$ cat src/rtl/alu_result_collector.sv
`default_nettype none
//============================================================================
// Module      : alu_result_collector
// Description : Consumer end of the dual simple-ALU result interface.
//               Each ALU's registered result pulse is captured into a
//               per-unit FIFO, because the ALUs cannot be backpressured.
//               The two FIFOs are drained round-robin onto a single CDB
//               writeback port with a valid/ready handshake.
//
// Ports:
//   clk, rst              clock; synchronous active-high reset
//   flush_i               discard all buffered and incoming results
//   alu0_*_i / alu1_*_i   per-unit result bundle (valid is a 1-cycle pulse)
//   alu0/1_almost_full_o  registered issue stall per unit
//   cdb_valid_o/ready_i   CDB handshake
//   cdb_result_o, cdb_rob_id_o, cdb_phys_dest_o, cdb_exception_o
//                         CDB bundle fields (all zero while not valid)
//   cdb_src_o             unit that produced the presented bundle
//   overflow_o            sticky: a result was dropped on a full FIFO
//
// Revision    : 1.0 - initial release
//============================================================================
module alu_result_collector #(
    parameter int FIFO_DEPTH = 4,
    parameter int PTR_W      = 2
) (
    input  logic        clk,
    input  logic        rst,
    input  logic        flush_i,

    input  logic        alu0_valid_i,
    input  logic [31:0] alu0_result_i,
    input  logic [5:0]  alu0_rob_id_i,
    input  logic [6:0]  alu0_phys_dest_i,
    input  logic        alu0_exception_i,

    input  logic        alu1_valid_i,
    input  logic [31:0] alu1_result_i,
    input  logic [5:0]  alu1_rob_id_i,
    input  logic [6:0]  alu1_phys_dest_i,
    input  logic        alu1_exception_i,

    output logic        alu0_almost_full_o,
    output logic        alu1_almost_full_o,

    output logic        cdb_valid_o,
    input  logic        cdb_ready_i,
    output logic [31:0] cdb_result_o,
    output logic [5:0]  cdb_rob_id_o,
    output logic [6:0]  cdb_phys_dest_o,
    output logic        cdb_exception_o,
    output logic        cdb_src_o,

    output logic        overflow_o
);

    // Entry layout: {exception, phys_dest, rob_id, result}
    localparam int             c_ENTRY_W = 46;
    localparam logic [PTR_W:0] c_DEPTH   = (PTR_W+1)'(FIFO_DEPTH);
    // One slot is kept in reserve for the op already inside the ALU
    // when issue observes the stall.
    localparam logic [PTR_W:0] c_AF_LVL  = (PTR_W+1)'(FIFO_DEPTH - 1);

    //------------------------------------------------------------------
    // State
    //------------------------------------------------------------------
    logic [c_ENTRY_W-1:0] mem_q    [2][FIFO_DEPTH];
    logic [c_ENTRY_W-1:0] mem_d    [2][FIFO_DEPTH];
    logic [PTR_W-1:0]     wr_ptr_q [2];
    logic [PTR_W-1:0]     wr_ptr_d [2];
    logic [PTR_W-1:0]     rd_ptr_q [2];
    logic [PTR_W-1:0]     rd_ptr_d [2];
    logic [PTR_W:0]       count_q  [2];
    logic [PTR_W:0]       count_d  [2];
    logic [1:0]           af_q, af_d;
    logic                 overflow_q, overflow_d;
    logic                 lock_q, lock_d;
    logic                 sel_q, sel_d;
    logic                 rr_ptr_q, rr_ptr_d;

    //------------------------------------------------------------------
    // Input bundling
    //------------------------------------------------------------------
    logic [1:0]           w_push;
    logic [c_ENTRY_W-1:0] w_push_data [2];

    always_comb begin
        w_push[0]      = alu0_valid_i;
        w_push[1]      = alu1_valid_i;
        w_push_data[0] = {alu0_exception_i, alu0_phys_dest_i, alu0_rob_id_i, alu0_result_i};
        w_push_data[1] = {alu1_exception_i, alu1_phys_dest_i, alu1_rob_id_i, alu1_result_i};
    end

    //------------------------------------------------------------------
    // Selection and CDB outputs (registered state only, no input path)
    //------------------------------------------------------------------
    logic [1:0]           w_nonempty;
    logic                 w_sel;
    logic                 w_valid;
    logic                 w_hs;
    logic [c_ENTRY_W-1:0] w_head;

    always_comb begin
        w_nonempty[0] = (count_q[0] != '0);
        w_nonempty[1] = (count_q[1] != '0);

        // While a bundle is stalled the selection is frozen; the locked
        // FIFO cannot empty because pops only follow a handshake.
        if (lock_q) begin
            w_sel = sel_q;
        end else if (w_nonempty[0] && w_nonempty[1]) begin
            w_sel = rr_ptr_q;
        end else if (w_nonempty[1]) begin
            w_sel = 1'b1;
        end else begin
            w_sel = 1'b0;
        end

        w_valid = w_nonempty[w_sel];
        w_hs    = w_valid & cdb_ready_i;
        w_head  = mem_q[w_sel][rd_ptr_q[w_sel]];
    end

    always_comb begin
        cdb_valid_o     = w_valid;
        cdb_result_o    = w_valid ? w_head[31:0]  : 32'd0;
        cdb_rob_id_o    = w_valid ? w_head[37:32] : 6'd0;
        cdb_phys_dest_o = w_valid ? w_head[44:38] : 7'd0;
        cdb_exception_o = w_valid & w_head[45];
        cdb_src_o       = w_valid & w_sel;
    end

    //------------------------------------------------------------------
    // FIFO next-state
    //------------------------------------------------------------------
    logic [1:0] w_pop;
    logic [1:0] w_full;
    logic [1:0] w_accept;

    always_comb begin
        mem_d      = mem_q;
        overflow_d = overflow_q;
        for (int u = 0; u < 2; u++) begin
            w_pop[u]    = w_hs & (w_sel == u[0]);
            w_full[u]   = (count_q[u] == c_DEPTH);
            // A push into a full FIFO still fits when the same FIFO pops
            // in this cycle: the freed slot is the one being written.
            w_accept[u] = w_push[u] & (~w_full[u] | w_pop[u]);

            wr_ptr_d[u] = wr_ptr_q[u];
            rd_ptr_d[u] = rd_ptr_q[u];
            count_d[u]  = count_q[u];

            if (flush_i) begin
                wr_ptr_d[u] = '0;
                rd_ptr_d[u] = '0;
                count_d[u]  = '0;
            end else begin
                if (w_accept[u]) begin
                    mem_d[u][wr_ptr_q[u]] = w_push_data[u];
                    wr_ptr_d[u]           = wr_ptr_q[u] + PTR_W'(1);
                end
                if (w_pop[u]) begin
                    rd_ptr_d[u] = rd_ptr_q[u] + PTR_W'(1);
                end
                if (w_push[u] && !w_accept[u]) begin
                    overflow_d = 1'b1;
                end
                count_d[u] = count_q[u]
                           + {{PTR_W{1'b0}}, w_accept[u]}
                           - {{PTR_W{1'b0}}, w_pop[u]};
            end

            af_d[u] = (count_d[u] >= c_AF_LVL);
        end
    end

    //------------------------------------------------------------------
    // Arbitration next-state
    //------------------------------------------------------------------
    always_comb begin
        sel_d = w_sel;
        if (flush_i) begin
            lock_d   = 1'b0;
            rr_ptr_d = 1'b0;
        end else begin
            lock_d   = w_valid & ~cdb_ready_i;
            // The loser of a handshake gets priority next time.
            rr_ptr_d = w_hs ? ~w_sel : rr_ptr_q;
        end
    end

    //------------------------------------------------------------------
    // Registers
    //------------------------------------------------------------------
    always_ff @(posedge clk) begin
        if (rst) begin
            for (int u = 0; u < 2; u++) begin
                for (int i = 0; i < FIFO_DEPTH; i++) begin
                    mem_q[u][i] <= '0;
                end
                wr_ptr_q[u] <= '0;
                rd_ptr_q[u] <= '0;
                count_q[u]  <= '0;
            end
            af_q       <= '0;
            overflow_q <= 1'b0;
            lock_q     <= 1'b0;
            sel_q      <= 1'b0;
            rr_ptr_q   <= 1'b0;
        end else begin
            mem_q      <= mem_d;
            wr_ptr_q   <= wr_ptr_d;
            rd_ptr_q   <= rd_ptr_d;
            count_q    <= count_d;
            af_q       <= af_d;
            overflow_q <= overflow_d;
            lock_q     <= lock_d;
            sel_q      <= sel_d;
            rr_ptr_q   <= rr_ptr_d;
        end
    end

    always_comb begin
        alu0_almost_full_o = af_q[0];
        alu1_almost_full_o = af_q[1];
        overflow_o         = overflow_q;
    end

endmodule : alu_result_collector
`default_nettype wire
$ cat config.mk
export PLATFORM = sky130hd
export DESIGN_NAME = alu_result_collector
export DESIGN_NICKNAME = d
export VERILOG_FILES = /design/src/rtl/alu_result_collector.sv
export SDC_FILE = /design/constraint.sdc
export NUM_CORES = 1
export LEC_CHECK = 0
export ABC_AREA = 1
export BUFFER_PORTS_ARGS = -buffer_cell sky130_fd_sc_hd__buf_4
export CORE_MARGIN = 4
export CORE_UTILIZATION = 58
export DETAILED_ROUTE_END_ITERATION = 10
export MAX_ROUTING_LAYER = met4
export PLACE_DENSITY = 0.77
export SETUP_SLACK_MARGIN = 0.3
export SLEW_MARGIN = 20
export SYNTH_ARGS = -nofsm -noshare
export SYNTH_HDL_FRONTEND = slang
export SYNTH_SLANG_ARGS = --single-unit
$ cat constraint.sdc
create_clock -name clk -period 8.4 [get_ports clk]
set_input_delay 0.42 -clock clk [delete_from_list [all_inputs] [get_ports clk]]
set_output_delay 0.42 -clock clk [all_outputs]
set_load 0.01 [all_outputs]
### Word-level counts from Yosys, hierarchy flattened

Cells that the tools add are included.

* memory bits (read-only): 0
* bits in registers: 388
* RAM bits: 0
* memories: 0
* output and inout port bits: 51
* latch bits: 0

* bitwise operators: 19
* $mul: 0
* equality and inequality tests: 2
* reductions and logical operators: 12
* mux-type cells: 29
* shift operators: 0
* add/subtract/negate cells: 8
* div/mod/pow operators: 0
* $lt $le $gt $ge: 9

Operators by type and width (number)
* $mux W184: 3
* $bwmux W184: 2
* $demux W46 S2: 2
* $mux W46: 4
* $bmux W46 S2: 1
* $mux W32: 1
* $ge A3 B3 Y1 const B: 3
* $mux W1: 9
* $not A2 Y3: 3
* $add A2 B1 Y2 const B: 4
* $and A1 B1 Y1: 8
* $mux W7: 1
* $add A3 B1 Y3: 2
* $eq A3 B3 Y1 const B: 2
* $ge A3 B2 Y1 const B: 2
* $lt A3 B1 Y1 const B: 2
* $mux W2: 3
* $mux W3: 2
* $mux W6: 1
* $reduce_bool A3 Y1: 2
* $sub A3 B1 Y3: 2
* $logic_and A1 B1 Y1: 5
* $not A1 Y1: 5
* $reduce_and A2 Y1: 2
* 6 further kinds: 8

### Longest topological paths before layout

* word-level depth: 16
* gate-level depth with buffers: 16
* depth with buffers taken out: 15

### Least setup slack after synthesis

Ideal clock, no wire load.

* path type: reg2reg
* start point: register count_q[4] (netlist name)
* end point: register af_q[0]
* slack: 5.633 ns
* required time: 8.269 ns
* stages on the path, launching flop included: 16
* path buffers: 1
* period minus slack after synthesis: 2.767 ns
* arrival time: 2.635 ns
* path through: dfxtp_1 nor2_1 nand2_1 nand2_1 a21oi_2 nand4_1 nand2_2 buf_4 nand2_1 ha_1 inv_1 ha_1 fa_1 or2_2 nand3_1 o21ai_0

* longest elaborated chain between the ends: 14
* elaborated cells between the ends (all ways): 17
* classes of those cells: add/sub (2); order compare (1); eq/ne (1); mux (5); bitwise (6); reduce/logical (2)

RTL lines
* start: declaration: RTL line 73 `logic [PTR_W:0] count_q [2];`
* start signal: assignment: RTL line 215 `count_q <= count_d;`
* $reduce_bool A3 Y1: RTL line 104 `w_nonempty[0] = (count_q[0] != '0);`
* $logic_and A1 B1 Y1: RTL line 111 `end else if (w_nonempty[0] && w_nonempty[1]) begin`
* $mux W1: RTL line 111
* $mux W1: RTL line 109 `if (lock_q) begin`
* $mux W1 (not written as such) (2 in series): RTL line 119 `w_valid = w_nonempty[w_sel];`
* $and A1 B1 Y1: RTL line 120 `w_hs = w_valid & cdb_ready_i;`
* $and A1 B1 Y1: RTL line 144 `w_pop[u] = w_hs & (w_sel == u[0]);`
* $or A1 B1 Y1: RTL line 148 `w_accept[u] = w_push[u] & (~w_full[u] | w_pop[u]);`
* $and A1 B1 Y1: RTL line 148
* $add A3 B1 Y3: RTL line 170 `+ {{PTR_W{1'b0}}, w_accept[u]}`
* $sub A3 B1 Y3 (*): RTL line 171 `- {{PTR_W{1'b0}}, w_pop[u]};`
* $mux W3 (*): RTL line 154 `if (flush_i) begin`
* $ge A3 B2 Y1 (*): RTL line 174 `af_d[u] = (count_d[u] >= c_AF_LVL);`
* end signal: assignment: RTL line 206 `af_q <= '0;`
* end signal: assignment: RTL line 216 `af_q <= af_d;`
* end: declaration: RTL line 75 `logic [1:0] af_q, af_d;`

Mark *: on every way between the ends. The rest lies on a longest branch, timed or not. The select of a mux whose other input is x is not followed.
A chain may end at the register's enable or synchronous reset.

### Worst setup path after layout

* start point: register count_q[4] (netlist name)
* end point: output port cdb_result_o[23]

* longest elaborated chain between the ends: 13
* elaborated cells between the ends (all ways): 18
* classes of those cells: mux (14); bitwise (2); reduce/logical (2)

RTL lines
* $reduce_bool A3 Y1 (*): RTL line 104
* $logic_and A1 B1 Y1: RTL line 111
* $mux W1: RTL line 111
* $mux W1: RTL line 109
* $not A1 Y2 (not written as such): RTL line 121 `w_head = mem_q[w_sel][rd_ptr_q[w_sel]];`
* $mux W2 (not written as such) (3 in series): RTL line 121
* $not A2 Y3 (not written as such): RTL line 121
* $bmux W46 S2: RTL line 121
* $mux W46 (not written as such) (2 in series): RTL line 121
* $mux W32 (*): RTL line 126 `cdb_result_o = w_valid ? w_head[31:0] : 32'd0;`
* end: declaration: RTL line 48 `output logic [31:0] cdb_result_o,`

Marks and branches as above.

==> reports/summary.json <==
{
  "setup_path": {
    "worstReg2RegEnd": "rd_ptr_q[3]",
    "rrSetupSlack_ns": 3.93,
    "cp-end-kind": "output pin",
    "worst_setup_path_start_kind": "flip-flop",
    "worstSetupStartpoint": "count_q[4]",
    "reg2reg_from": "count_q[4]",
    "r2r_cells": 14,
    "worstPathArrival_ns": 4.91,
    "crit_path_end": "cdb_result_o[23]",
    "setup.worst_path.class": "reg2out",
    "critPathRequiredTime_ns": 7.98,
    "timing.critical_path.fanout_max": 156
  },
  "cells_and_area": {
    "fill_cell_total_of_the_finished_layout": 3316,
    "most_frequent_standard_cell_in_the_layout_excluding_fill_and_tap_cells": "nand2_1",
    "most-common-layout-cells": "nand2_1 (1210), nor2_1 (674), inv_1 (624)",
    "finish.net_count": 3702,
    "areaGrowthSynthToFinish_pct": 11.0,
    "final_layout_size_suffix_gt1_share_pct": 7.07,
    "multiInputGateArea_um2": 9970,
    "seq_area_um2": 7770
  },
  "detailed_routing": {
    "drt-met1-wl_um": 25600,
    "routed.top_layer": "met4",
    "detailroute.wirelength.met2_um": 27300,
    "final_antenna_net_count": 0,
    "wl_per_cell_um": 14.6,
    "vias_per_cell": 5.12,
    "wirelength_um": 59800,
    "met3WireLength_um": 4970,
    "drt_iter0_markers": 1852,
    "drt_pass1_iterations": 6,
    "detail_route.drc_violations": 0,
    "num_vias": 20906
  },
  "yosys": {
    "synth_largest_type_area_fraction_pct": 36.9,
    "main_combinational_cell_family_by_area_after_synthesis": "simple AND/OR/NAND/NOR gates",
    "synthesis.yosys.warnings": 0,
    "yosys.area.top_type": "dfxtp_1",
    "syn_inst": 3608,
    "biggest_area_contributors_in_the_synthesized_netlist": "dfxtp_1 (37%), nand2_1 (22%), nor2_1 (12%)",
    "synthAdderAreaFrac_pct": 0.903,
    "synth-simple-area-share_pct": 39.8,
    "synth_nets": 3720,
    "synth_compound_area_share_pct": 6.00,
    "ys_ff_latch": 388,
    "muxShareOfSynthArea_pct": 0,
    "netlist-cell-type-count": 27,
    "post_synth_instance_area_um2": 21100,
    "seq_area_frac_synth_pct": 36.9,
    "synth_xor_area_share_pct": 0.125,
    "synthesis.area_per_instance_um2": 5.83
  },
  "sta": {
    "finalSetupViolCount": 0,
    "post-route-min-period_ns": 5.33,
    "timing.fmax_mhz": 187,
    "worst_slew_pin_slew_ns": 1.17,
    "setup_slack_of_the_critical_path_after_layout_ns": 3.07,
    "maxSlewViolCount": 0,
    "setup_repair_after_global_routing_missed_its_margin": "no",
    "fin_crit_sh_pct": 63.5,
    "finalHoldViolCount": 0,
    "relSlewSlack_pct": 22.3,
    "timing.setup.tns_ns": 0,
    "finClkSkew_ns": 0.00959
  },
  "placed_design": {
    "placement.io_buffers": 148,
    "globalplace.congestion": 0.843,
    "dp_hpwl_um": 32200,
    "place_ws_ns": 3.80
  },
  "floorplanning": {
    "die_h_um": 199,
    "initial_core_util_pct": 59.0,
    "placement_rows": 69,
    "core_area_um2": 35700,
    "die_area_um2": 39400,
    "boundaryPins": 149,
    "fp.dieW_um": 199
  },
  "cts": {
    "h_tree_level_count": 2,
    "tritoncts_num_sinks": 388,
    "clk_root_buffer_cell": "clkbuf_16",
    "hold_buf_cts": 0,
    "num_cts_buffers": 44,
    "clk-insertion-delay-late_ns": 0.54,
    "post_cts_resize_count": 0,
    "tritoncts": "built",
    "cts_setup_buffers": 0,
    "clk_pin_slew_ns": 0.06,
    "max-clock-path-buffers": 3
  },
  "power_and_ir_drop": {
    "power_density_nw_per_um2": 201,
    "p_leak_nw": 12.1,
    "ir_worst_vdd_uv": 148
  },
  "global_routing": {
    "track_usage_pct": 30.7,
    "overflow": 0,
    "grt_first_pass_wirelength_um": 96900,
    "first_global_vias": 19438,
    "pin_count_of_the_biggest_net_entering_global_routing": 244,
    "initial_antenna_violation_count": 1
  },
  "min_path": {
    "holdCritPathClass": "in2reg"
  },
  "job": {
    "timing.max_cap.violations": 0
  },
  "outcome": {
    "run_status": "complete, no violations"
  }
}
==> metal layers <==
metal,up-vias,track usage [%]
li1,10644,-
met1,9270,39.2
met2,840,50.5
met3,152,4.49
met4,0,10.1
met5,-,-
==> synth_stat cells <==
library cell  instances
nand2_1            1211
nor2_1              674
inv_1               625
dfxtp_1             388
o21ai_0             198
nand4_1             186
buf_2                97
clkbuf_1             79
buf_1                38
a21oi_1              25
o21ai_1              23
buf_4                18
ha_1                 12
nand3_1               8
nand3_2               5
inv_2                 4
a21oi_2               2
fa_1                  2
nand2_2               2
nor2_2                2
nor3_1                2
xnor2_1               2
a31oi_1               1
buf_6                 1
o21ai_2               1
or2_2                 1
xor2_1                1
==> final cells by class <==
| type | count | area share [%] |
|---|---|---|
| clock inverters | 8 | 0.509 |
| well taps | 461 | 2.47 |
| diodes | 1 | 0.0107 |
| multi-input cells | 2358 | 42.6 |
| repair buffers | 169 | 5.51 |
| inverters | 629 | 10.1 |
| clock buffers | 68 | 5.49 |
| flip-flops and latches | 388 | 33.2 |
==> logic make-up after synthesis <==
group           Yosys count
simple gates           2091
compound gates          250
fa+ha+maj                14
flops                   388
xor+xnor                  3
buf+inv                 862
==> flip-flops by register name, summed over array words and instances (netlist names) <==
| name | count |
|---|---|
| rd_ptr_q | 4 |
| wr_ptr_q | 4 |
| af_q | 2 |
| lock_q | 1 |
| count_q | 6 |
| overflow_o | 1 |
| sel_q | 1 |
| rr_ptr_q | 1 |
| mem_q | 368 |
==> worst min-delay path by stage <==
stage / start / end / slack, ns / depth (start not counted)
final: cdb_ready_i / lock_q / 0.08 / 2
after detailed placement: rr_ptr_q / rr_ptr_q / 0.46 / 2
after global routing: cdb_ready_i / lock_q / 0.08 / 2
after CTS: cdb_ready_i / lock_q / 0.06 / 2
after global placement: rr_ptr_q / rr_ptr_q / 0.45 / 2
after floorplan: rr_ptr_q / rr_ptr_q / 0.44 / 2
==> stage by stage <==
stage | cells | hold slack (ns) | utilization, % | total power, W | instance area, um2
6_report | 4082 | 0.0782 | 65.6 | 0.00471 | 23400
4_1_cts | 4081 | 0.0613 | 65.5 | 0.00472 | 23400
5_1_grt | 4082 | 0.0800 | 65.6 | 0.00493 | 23400
2_1_floorplan | 3608 | 0.438 | - | 0.00257 | 21100
3_5_place_dp | 4005 | 0.458 | 61.6 | 0.00283 | 22000
3_3_place_gp | 4005 | 0.450 | 61.6 | 0.00281 | 22000
==> worst max-delay path, cell delays in order (launching register included) <==
cell and delay, ns:
dfxtp_1 0.34, nor2_1 0.12, nand2_1 0.09, nand2_1 0.10, nand2_1 0.14, nand2_8 0.52, buf_4 0.78, o21ai_0 0.35
inv_2 0.61, buf_4 0.52, nand2_1 0.10, nor2_1 0.22, buf_4 0.17
==> report_power, final <==
part | internal [W] | switching [W] | leakage [nW] | total, W
logic | 0.000294 | 0.000585 | 8.30 | 0.000879
registers | 0.00190 | 0.0000238 | 3.15 | 0.00193
clock network | 0.00114 | 0.000767 | 0.686 | 0.00190
total | 0.00333 | 0.00138 | 12.1 | 0.00471
No activity file was read; power rests on OpenSTA's default activity.
